<file path="src/rtl/unidade_controle_pkg.sv">
// State codes and control-bundle type shared by the round controller and the HEX display mux.
package unidade_controle_pkg;

    localparam logic [3:0] INICIAL    = 4'd0;
    localparam logic [3:0] PREPARA    = 4'd1;
    localparam logic [3:0] CARREGA_A  = 4'd2;
    localparam logic [3:0] CARREGA_B  = 4'd3;
    localparam logic [3:0] ESPERA     = 4'd4;
    localparam logic [3:0] REGISTRA   = 4'd5;
    localparam logic [3:0] COMPARA    = 4'd6;
    localparam logic [3:0] ACERTO     = 4'd7;
    localparam logic [3:0] PROXIMA    = 4'd8;
    localparam logic [3:0] PISCA_ON   = 4'd9;
    localparam logic [3:0] PISCA_OFF  = 4'd10;
    localparam logic [3:0] FIM_GANHOU = 4'd11;
    localparam logic [3:0] FIM_PERDEU = 4'd12;

    typedef struct packed {
        logic zeraT;
        logic zeraS;
        logic zeraA;
        logic zeraR;
        logic zeraL;
        logic contaS;
        logic contaA;
        logic registraA;
        logic registraR;
        logic registraL;
        logic contaLedsOn;
        logic contaLedsOff;
        logic contaPiscadas;
        logic apagarAcertos;
        logic pronto;
        logic ganhou;
        logic perdeu;
    } controle_t;

    // Pressing the same button that scored last time is not a new hit.
    function automatic logic jogada_acertada(logic acertou, logic repetida, logic sem_anterior);
        return acertou & ~(repetida & ~sem_anterior);
    endfunction

endpackage

</file>
<file path="src/rtl/unidade_controle_if.sv">
// Control/status bundle between unidade_controle (master) and fluxo_dados (slave).
interface unidade_controle_if;

    logic       iniciar;
    logic       tem_jogada;
    logic       timeout;
    logic       acertouJogada;
    logic       jogadaAtualEQUALSacertoAnterior;
    logic       acertoAnteriorEQUALSzero;
    logic       fimS;
    logic       fimLedsOn;
    logic       fimLedsOff;
    logic       fimPiscaLeds;

    logic       zeraT;
    logic       zeraS;
    logic       zeraA;
    logic       zeraR;
    logic       zeraL;
    logic       contaS;
    logic       contaA;
    logic       registraA;
    logic       registraR;
    logic       registraL;
    logic       contaLedsOn;
    logic       contaLedsOff;
    logic       contaPiscadas;
    logic       apagarAcertos;
    logic       pronto;
    logic       ganhou;
    logic       perdeu;
    logic [3:0] db_estado;

    modport master (
        input  iniciar, tem_jogada, timeout, acertouJogada,
               jogadaAtualEQUALSacertoAnterior, acertoAnteriorEQUALSzero,
               fimS, fimLedsOn, fimLedsOff, fimPiscaLeds,
        output zeraT, zeraS, zeraA, zeraR, zeraL, contaS, contaA, registraA,
               registraR, registraL, contaLedsOn, contaLedsOff, contaPiscadas,
               apagarAcertos, pronto, ganhou, perdeu, db_estado
    );

    modport slave (
        output iniciar, tem_jogada, timeout, acertouJogada,
               jogadaAtualEQUALSacertoAnterior, acertoAnteriorEQUALSzero,
               fimS, fimLedsOn, fimLedsOff, fimPiscaLeds,
        input  zeraT, zeraS, zeraA, zeraR, zeraL, contaS, contaA, registraA,
               registraR, registraL, contaLedsOn, contaLedsOff, contaPiscadas,
               apagarAcertos, pronto, ganhou, perdeu, db_estado
    );

endinterface

</file>
<file path="src/rtl/unidade_controle.sv">
// Moore FSM sequencing fluxo_dados through one game round: load, wait for press, score,
// optional win blink, and final ganhou/perdeu report.
module unidade_controle
    import unidade_controle_pkg::*;
#(
    parameter bit MISS_IS_LOSS = 1'b0,
    parameter bit PISCA_EN     = 1'b1
) (
    input  logic               clock,
    input  logic               reset,
    unidade_controle_if.master uc
);

    logic [3:0] estado;
    logic [3:0] proximo;
    controle_t  ctrl;
    logic       acerto;

    assign acerto = jogada_acertada(uc.acertouJogada,
                                    uc.jogadaAtualEQUALSacertoAnterior,
                                    uc.acertoAnteriorEQUALSzero);

    always_ff @(posedge clock or negedge reset) begin
        if (!reset) estado <= INICIAL;
        else        estado <= proximo;
    end

    always_comb begin
        proximo = INICIAL;
        case (estado)
            INICIAL:   proximo = uc.iniciar ? PREPARA : INICIAL;
            PREPARA:   proximo = CARREGA_A;
            CARREGA_A: proximo = CARREGA_B;
            CARREGA_B: proximo = ESPERA;
            ESPERA: begin
                if (uc.tem_jogada)   proximo = REGISTRA;
                else if (uc.timeout) proximo = FIM_PERDEU;
                else                 proximo = ESPERA;
            end
            REGISTRA:  proximo = COMPARA;
            COMPARA: begin
                if (acerto)            proximo = ACERTO;
                else if (MISS_IS_LOSS) proximo = FIM_PERDEU;
                else                   proximo = PROXIMA;
            end
            ACERTO:    proximo = PROXIMA;
            PROXIMA: begin
                if (!uc.fimS)     proximo = CARREGA_A;
                else if (PISCA_EN) proximo = PISCA_ON;
                else              proximo = FIM_GANHOU;
            end
            PISCA_ON:  proximo = uc.fimLedsOn ? PISCA_OFF : PISCA_ON;
            PISCA_OFF: begin
                if (!uc.fimLedsOff)     proximo = PISCA_OFF;
                else if (uc.fimPiscaLeds) proximo = FIM_GANHOU;
                else                    proximo = PISCA_ON;
            end
            FIM_GANHOU: proximo = uc.iniciar ? PREPARA : FIM_GANHOU;
            FIM_PERDEU: proximo = uc.iniciar ? PREPARA : FIM_PERDEU;
            default:    proximo = INICIAL;
        endcase
    end

    // contaS is a pure Moore output of PROXIMA; the sequence counter is cleared in PREPARA anyway.
    always_comb begin
        ctrl = '0;
        case (estado)
            INICIAL:   ctrl.pronto = 1'b1;
            PREPARA: begin
                ctrl.zeraS = 1'b1;
                ctrl.zeraA = 1'b1;
                ctrl.zeraR = 1'b1;
                ctrl.zeraL = 1'b1;
                ctrl.zeraT = 1'b1;
            end
            CARREGA_B: begin
                ctrl.registraL = 1'b1;
                ctrl.zeraT     = 1'b1;
            end
            REGISTRA:  ctrl.registraR = 1'b1;
            ACERTO: begin
                ctrl.contaA    = 1'b1;
                ctrl.registraA = 1'b1;
            end
            PROXIMA: begin
                ctrl.zeraR  = 1'b1;
                ctrl.contaS = 1'b1;
            end
            PISCA_ON:  ctrl.contaLedsOn = 1'b1;
            PISCA_OFF: begin
                ctrl.contaLedsOff  = 1'b1;
                ctrl.contaPiscadas = 1'b1;
                ctrl.apagarAcertos = 1'b1;
            end
            FIM_GANHOU: begin
                ctrl.pronto = 1'b1;
                ctrl.ganhou = 1'b1;
            end
            FIM_PERDEU: begin
                ctrl.pronto = 1'b1;
                ctrl.perdeu = 1'b1;
            end
            default:   ctrl = '0;
        endcase
    end

    assign uc.zeraT         = ctrl.zeraT;
    assign uc.zeraS         = ctrl.zeraS;
    assign uc.zeraA         = ctrl.zeraA;
    assign uc.zeraR         = ctrl.zeraR;
    assign uc.zeraL         = ctrl.zeraL;
    assign uc.contaS        = ctrl.contaS;
    assign uc.contaA        = ctrl.contaA;
    assign uc.registraA     = ctrl.registraA;
    assign uc.registraR     = ctrl.registraR;
    assign uc.registraL     = ctrl.registraL;
    assign uc.contaLedsOn   = ctrl.contaLedsOn;
    assign uc.contaLedsOff  = ctrl.contaLedsOff;
    assign uc.contaPiscadas = ctrl.contaPiscadas;
    assign uc.apagarAcertos = ctrl.apagarAcertos;
    assign uc.pronto        = ctrl.pronto;
    assign uc.ganhou        = ctrl.ganhou;
    assign uc.perdeu        = ctrl.perdeu;
    assign uc.db_estado     = estado;

endmodule

</file>
<file path="src/flat_wrapper.sv">
// flat-port wrapper written by rule: the top's interface ports become plain ports
module unidade_controle_flat import unidade_controle_pkg::*;
#(
    parameter bit MISS_IS_LOSS = 1'b0,
    parameter bit PISCA_EN     = 1'b1
)
  (clock, reset, uc_iniciar, uc_tem_jogada, uc_timeout, uc_acertouJogada, uc_jogadaAtualEQUALSacertoAnterior, uc_acertoAnteriorEQUALSzero, uc_fimS, uc_fimLedsOn, uc_fimLedsOff, uc_fimPiscaLeds, uc_zeraT, uc_zeraS, uc_zeraA, uc_zeraR, uc_zeraL, uc_contaS, uc_contaA, uc_registraA, uc_registraR, uc_registraL, uc_contaLedsOn, uc_contaLedsOff, uc_contaPiscadas, uc_apagarAcertos, uc_pronto, uc_ganhou, uc_perdeu, uc_db_estado);
  unidade_controle_if uc_i ();
  input  logic clock;
  input  logic reset;
  input wire logic [$bits(uc_i.iniciar)-1:0] uc_iniciar;
  input wire logic [$bits(uc_i.tem_jogada)-1:0] uc_tem_jogada;
  input wire logic [$bits(uc_i.timeout)-1:0] uc_timeout;
  input wire logic [$bits(uc_i.acertouJogada)-1:0] uc_acertouJogada;
  input wire logic [$bits(uc_i.jogadaAtualEQUALSacertoAnterior)-1:0] uc_jogadaAtualEQUALSacertoAnterior;
  input wire logic [$bits(uc_i.acertoAnteriorEQUALSzero)-1:0] uc_acertoAnteriorEQUALSzero;
  input wire logic [$bits(uc_i.fimS)-1:0] uc_fimS;
  input wire logic [$bits(uc_i.fimLedsOn)-1:0] uc_fimLedsOn;
  input wire logic [$bits(uc_i.fimLedsOff)-1:0] uc_fimLedsOff;
  input wire logic [$bits(uc_i.fimPiscaLeds)-1:0] uc_fimPiscaLeds;
  output wire logic [$bits(uc_i.zeraT)-1:0] uc_zeraT;
  output wire logic [$bits(uc_i.zeraS)-1:0] uc_zeraS;
  output wire logic [$bits(uc_i.zeraA)-1:0] uc_zeraA;
  output wire logic [$bits(uc_i.zeraR)-1:0] uc_zeraR;
  output wire logic [$bits(uc_i.zeraL)-1:0] uc_zeraL;
  output wire logic [$bits(uc_i.contaS)-1:0] uc_contaS;
  output wire logic [$bits(uc_i.contaA)-1:0] uc_contaA;
  output wire logic [$bits(uc_i.registraA)-1:0] uc_registraA;
  output wire logic [$bits(uc_i.registraR)-1:0] uc_registraR;
  output wire logic [$bits(uc_i.registraL)-1:0] uc_registraL;
  output wire logic [$bits(uc_i.contaLedsOn)-1:0] uc_contaLedsOn;
  output wire logic [$bits(uc_i.contaLedsOff)-1:0] uc_contaLedsOff;
  output wire logic [$bits(uc_i.contaPiscadas)-1:0] uc_contaPiscadas;
  output wire logic [$bits(uc_i.apagarAcertos)-1:0] uc_apagarAcertos;
  output wire logic [$bits(uc_i.pronto)-1:0] uc_pronto;
  output wire logic [$bits(uc_i.ganhou)-1:0] uc_ganhou;
  output wire logic [$bits(uc_i.perdeu)-1:0] uc_perdeu;
  output wire logic [$bits(uc_i.db_estado)-1:0] uc_db_estado;
  assign uc_i.iniciar = uc_iniciar;
  assign uc_i.tem_jogada = uc_tem_jogada;
  assign uc_i.timeout = uc_timeout;
  assign uc_i.acertouJogada = uc_acertouJogada;
  assign uc_i.jogadaAtualEQUALSacertoAnterior = uc_jogadaAtualEQUALSacertoAnterior;
  assign uc_i.acertoAnteriorEQUALSzero = uc_acertoAnteriorEQUALSzero;
  assign uc_i.fimS = uc_fimS;
  assign uc_i.fimLedsOn = uc_fimLedsOn;
  assign uc_i.fimLedsOff = uc_fimLedsOff;
  assign uc_i.fimPiscaLeds = uc_fimPiscaLeds;
  assign uc_zeraT = uc_i.zeraT;
  assign uc_zeraS = uc_i.zeraS;
  assign uc_zeraA = uc_i.zeraA;
  assign uc_zeraR = uc_i.zeraR;
  assign uc_zeraL = uc_i.zeraL;
  assign uc_contaS = uc_i.contaS;
  assign uc_contaA = uc_i.contaA;
  assign uc_registraA = uc_i.registraA;
  assign uc_registraR = uc_i.registraR;
  assign uc_registraL = uc_i.registraL;
  assign uc_contaLedsOn = uc_i.contaLedsOn;
  assign uc_contaLedsOff = uc_i.contaLedsOff;
  assign uc_contaPiscadas = uc_i.contaPiscadas;
  assign uc_apagarAcertos = uc_i.apagarAcertos;
  assign uc_pronto = uc_i.pronto;
  assign uc_ganhou = uc_i.ganhou;
  assign uc_perdeu = uc_i.perdeu;
  assign uc_db_estado = uc_i.db_estado;
  unidade_controle #(.MISS_IS_LOSS(MISS_IS_LOSS), .PISCA_EN(PISCA_EN)) u_core (.clock(clock), .reset(reset), .uc(uc_i));
endmodule
</file>
<file path="config.mk">
export PLATFORM = sky130hd
export DESIGN_NAME = unidade_controle_flat
export DESIGN_NICKNAME = d
export VERILOG_FILES = /design/src/rtl/unidade_controle_pkg.sv /design/src/rtl/unidade_controle_if.sv /design/src/rtl/unidade_controle.sv /design/src/flat_wrapper.sv
export SDC_FILE = /design/constraint.sdc
export NUM_CORES = 1
export LEC_CHECK = 0
export ABC_CLOCK_PERIOD_IN_PS = 1600
export BUFFER_PORTS_ARGS = -buffer_cell sky130_fd_sc_hd__buf_2
export CORE_AREA = 2 2 39 41
export CTS_CLUSTER_DIAMETER = 60
export DETAILED_ROUTE_END_ITERATION = 7
export DIE_AREA = 0 0 41 43
export HOLD_SLACK_MARGIN = 0.02
export PLACE_DENSITY_LB_ADDON = 0.3
export SYNTH_ARGS = -nofsm -noshare
export SYNTH_HDL_FRONTEND = slang
export SYNTH_SLANG_ARGS = --single-unit
export TNS_END_PERCENT = 50
</file>
<file path="constraint.sdc">
create_clock -name clock -period 1.6 [get_ports clock]
set_clock_uncertainty 0.15 [all_clocks]
set_input_delay 0.32 -clock clock [delete_from_list [all_inputs] [get_ports clock]]
set_output_delay 0.32 -clock clock [all_outputs]
set_load 0.01 [all_outputs]
</file>
# Word-level counts from Yosys, hierarchy flattened
# Cells that the tools add are included.
dict set report op_classes {
  n_eq_ne 12
  muxes 24
  bitwise 4
  reduce_logical 4
}
# operator count
set ops {}
lappend ops {{$pmux 4 s13} 1}
lappend ops {{$mux 4} 7}
lappend ops {{$eq 4x4->1 const B} 5}
lappend ops {{$eq 4x3->1 const B} 4}
lappend ops {{$mux 1} 11}
lappend ops {{$eq 4x2->1 const B} 2}
lappend ops {{$mux 2} 4}
lappend ops {{$eq 4x1->1 const B} 1}
lappend ops {{$logic_not 4->1} 1}
lappend ops {{$reduce_or 2->1} 2}
lappend ops {{$mux 3} 1}
lappend ops {{$reduce_or 3->1} 1}
lappend ops {{$and 1x1->1} 2}
lappend ops {{$not 1->1} 2}
dict set report totals {
  reg_bits 4
  in_bits 12
  output_inout_bits 21
  elab_cells 45
}

# Depth between registers and ports, before layout
dict set report logic_depth {
  depth_word 6
  ltp_mapped 5
  ltp_nobuf 4
}

# Least setup slack after synthesis
# Ideal clock, no wire load.
dict set report synth_path {
  kind {flip-flop to output port}
  startpoint {register u_core.estado[1] (netlist: u_core.uc.db_estado[1])}
  endpoint {output uc_zeraL}
  arrival_ps 1322
  t_required_ps 1130
  slack_ps -192
  stages_incl_launch_ff 5
  path_buffers 2
  path_cell_list {dfrtp_1 buf_6 nand2b_1 nor3_1 buf_4}
}
dict set report synth_between {
  elab_chain_cells 2
}
# element line
set synth_rtl {}
lappend synth_rtl {{start, declared} unidade_controle.sv:14} ;# logic [3:0] estado;
lappend synth_rtl {{start signal, assigned} unidade_controle.sv:25} ;# else estado <= proximo;
lappend synth_rtl {{$eq 4x1->1} unidade_controle.sv:67} ;# case (estado)
lappend synth_rtl {{$mux 1} unidade_controle.sv:67}
lappend synth_rtl {{end, declared} flat_wrapper.sv:25} ;# output wire logic [$bits(uc_i.zeraL)-1:0] uc_zeraL;
# Every way passes these cells.

# Final worst setup path
dict set report layout_path {
  startpoint {register u_core.estado[1] (netlist: u_core.uc.db_estado[1])}
  endpoint {output uc_pronto}
}
dict set report layout_between {
  elab_chain_cells 3
  word_cells_on_any_way 5
  classes_between {eq/ne (2); mux (1); reduce/logical (2)}
}
# element line
set layout_rtl {}
lappend layout_rtl {{$eq 4x4->1 / $logic_not 4->1 (equally long branches)} unidade_controle.sv:67}
lappend layout_rtl {{$reduce_or 3->1 (no source line) *} n/a}
lappend layout_rtl {{$mux 1 *} unidade_controle.sv:67}
lappend layout_rtl {{end, declared} flat_wrapper.sv:35} ;# output wire logic [$bits(uc_i.pronto)-1:0] uc_pronto;
# Mark *: on every way between the ends. The rest lies on a longest branch, timed or not.

==> run metrics <==
status complete, but fails checks; failing checks setup timing; RSZ-0062 raised after global routing yes; drt drc 0; CTS root buffer clkbuf_4; final std cell area, no fill 938 sq um; CTS H-tree lvls 1; commonest non-fill, non-tap cell in the layout buf_2; Slew HR 86.0%; max cap viols 0; num rows 14; crit path time final 1710 ps; actual slew at the worst max-slew pin 210 ps; Port Buffers 32; GRT overflow 0; Mean Syn Cell Area 7.64 sq um; max FFs per register 4; worst hold path class in -> reg; Final Cycle Share 107%; reg2reg end u_core.uc.db_estado[0]; crit-path max FO 4; via/cell ratio 5.11; first-pass GRT wire length 2260 um; Synth-to-Final Area Change 86.1%; FFs w/ async S/R, synth 100%; leak pwr 0.469 nW; met1 usage 23.4%; Nets 124; total global-route track usage 18.3%; Yosys cell types 33; grt met3 use 0%; power density cells 1770 mW/mm^2; placed cell area 684 sq um; DIE HEIGHT 43 um; Mapped Nets 78; r2r setup slk 10 ps; crit start category flop; Top FF cell, synth dfrtp_1; 1st-iter DRT viols 15; routability cong. 0.871; Pre-antenna DRT Iters 4; final-report hold violation count 0; CTS tree done; endpoints failing setup 13; via count 644; Seq/Total Area, Yosys 19.9%; VDD IR max 0.00106 V; Post-Synthesis Cell Area 504 sq um; vias in the first global route 537; pre-CTS WS 79.3 ps; number of synthesized register bits 4; share of layout cells above drive strength 1 64.5%; worst skew pair latency 230 ps; ant diodes 0; R2R cell count 6; Post-synth EDFFs 0; register clock-pin slew on the reported worst setup and hold paths 30 ps; total power 1.66 mW; WL/cell 12.8 um; starting density of the core 36.4%; Clock Sinks 4; Syn Inst Count 66; worst hold stages 3; Max Root-Sink Buffers 2; antenna violations before repair 0; met2 Usage GRT 30.6%; Yosys warnings 0; io pins 33; crit path capture uc_pronto; most frequent cells in the layout buf_2, buf_6, buf_4; worst setup path start u_core.uc.db_estado[1]; final WL 1610 um; fillers 118; fmax 583 MHz; worst path required time 1130 ps; Reg-to-Reg Start u_core.uc.db_estado[1]; WHS 233 ps; final worst slack -114 ps; antenna violation net count after detailed routing 0; dominant cell type by area after synthesis dfrtp_1; post-DP HPWL 1110 um; die area 0.00176 sq mm; Final Max Tran Viols 0; GR peak layer met2; crit path DAT 1240 ps; Setup crit end kind output pin; cts bufs inserted 3; largest net degree at the start of global routing 16; top post-synthesis cells by area dfrtp_1, buf_4, nor2_1; critical path class reg -> out; Core Area 0.00138 sq mm; Die Wd 41 um; area share of the largest cell type after synthesis 19.9%
-- Yosys cell counts, types with 2 or more instances --
cell type  count
o2111ai_1      2
nor2_2         2
dfrtp_1        4
a21oi_1        2
nand2b_1       5
nor2_1         9
mux2i_1        2
a21o_1         2
nand2_1        2
a31oi_1        3
buf_4          7
nor3_1         5
-- power breakdown --
| group | internal (mW) | switching, mW |
|---|---|---|
| logic | 0.686 | 0.628 |
| clock network | 0.0836 | 0.0369 |
| registers | 0.150 | 0.0770 |
-- timing repair --
action	4_1_cts	5_1_grt
resized for setup	11	18
endpoints found under the setup margin	17	19
hold buffers	1	0
pin swaps	4	2
hold endpoints to repair	4	0
buffers inserted	4	7
-- worst max-delay path, stage by stage, from the launching register on --
cell and delay, ps:
dfrtp_1 420, buf_6 150, nand2_4 90, nor2_2 40
a31o_1 180, buf_2 130
-- routing by layer --
metal	routed length [um]	share of wire, %	vias to the layer above
met5	0	0	-
met4	0	0	0
met3	94	5.8	0
met2	843	52	31
met1	673	42	293
li1	-	-	320
-- cells by family (layout without fill, tap and decap cells) --
family | count (synthesis) | after routing | synth area share (%)
xor+xnor | 1 | 1 | 1.74
flops | 4 | 4 | 19.9
simple gates | 32 | 32 | 36.2
buf+inv | 11 | 55 | 15.1
compound gates | 15 | 15 | 20.8
mux | 3 | 3 | 6.20
-- area by class of cell --
| type | instances | area, sq um | area share [%] |
|---|---|---|---|
| clock buffer | 3 | 22.5 | 2.40 |
| timing repair buffer | 50 | 377 | 40.1 |
| multi-input combinational | 51 | 409 | 43.6 |
| sequential | 4 | 103 | 10.9 |
| inverter | 2 | 7.51 | 0.800 |
| tap | 16 | 20.0 | 2.13 |
-- stage by stage --
step,TNS (ps),util [%],instances
2_1_floorplan,0,-,66
3_3_place_gp,0,49.5,111
3_5_place_dp,0,49.5,111
4_1_cts,-1170,56.7,119
5_1_grt,-2060,67.8,126
6_report,-936,67.8,126
-- how the worst min path moves through the flow --
stage                               start                     end  slack, ps
after floorplan                     reset  u_core.uc.db_estado[0]       -130
after global placement              reset  u_core.uc.db_estado[3]        -20
after detailed placement            reset  u_core.uc.db_estado[2]        -20
after CTS                   uc_fimLedsOff  u_core.uc.db_estado[0]        230
after global routing        uc_fimLedsOff  u_core.uc.db_estado[0]        260
final                     uc_fimPiscaLeds  u_core.uc.db_estado[1]        230
(Power assumes the default switching activity.)
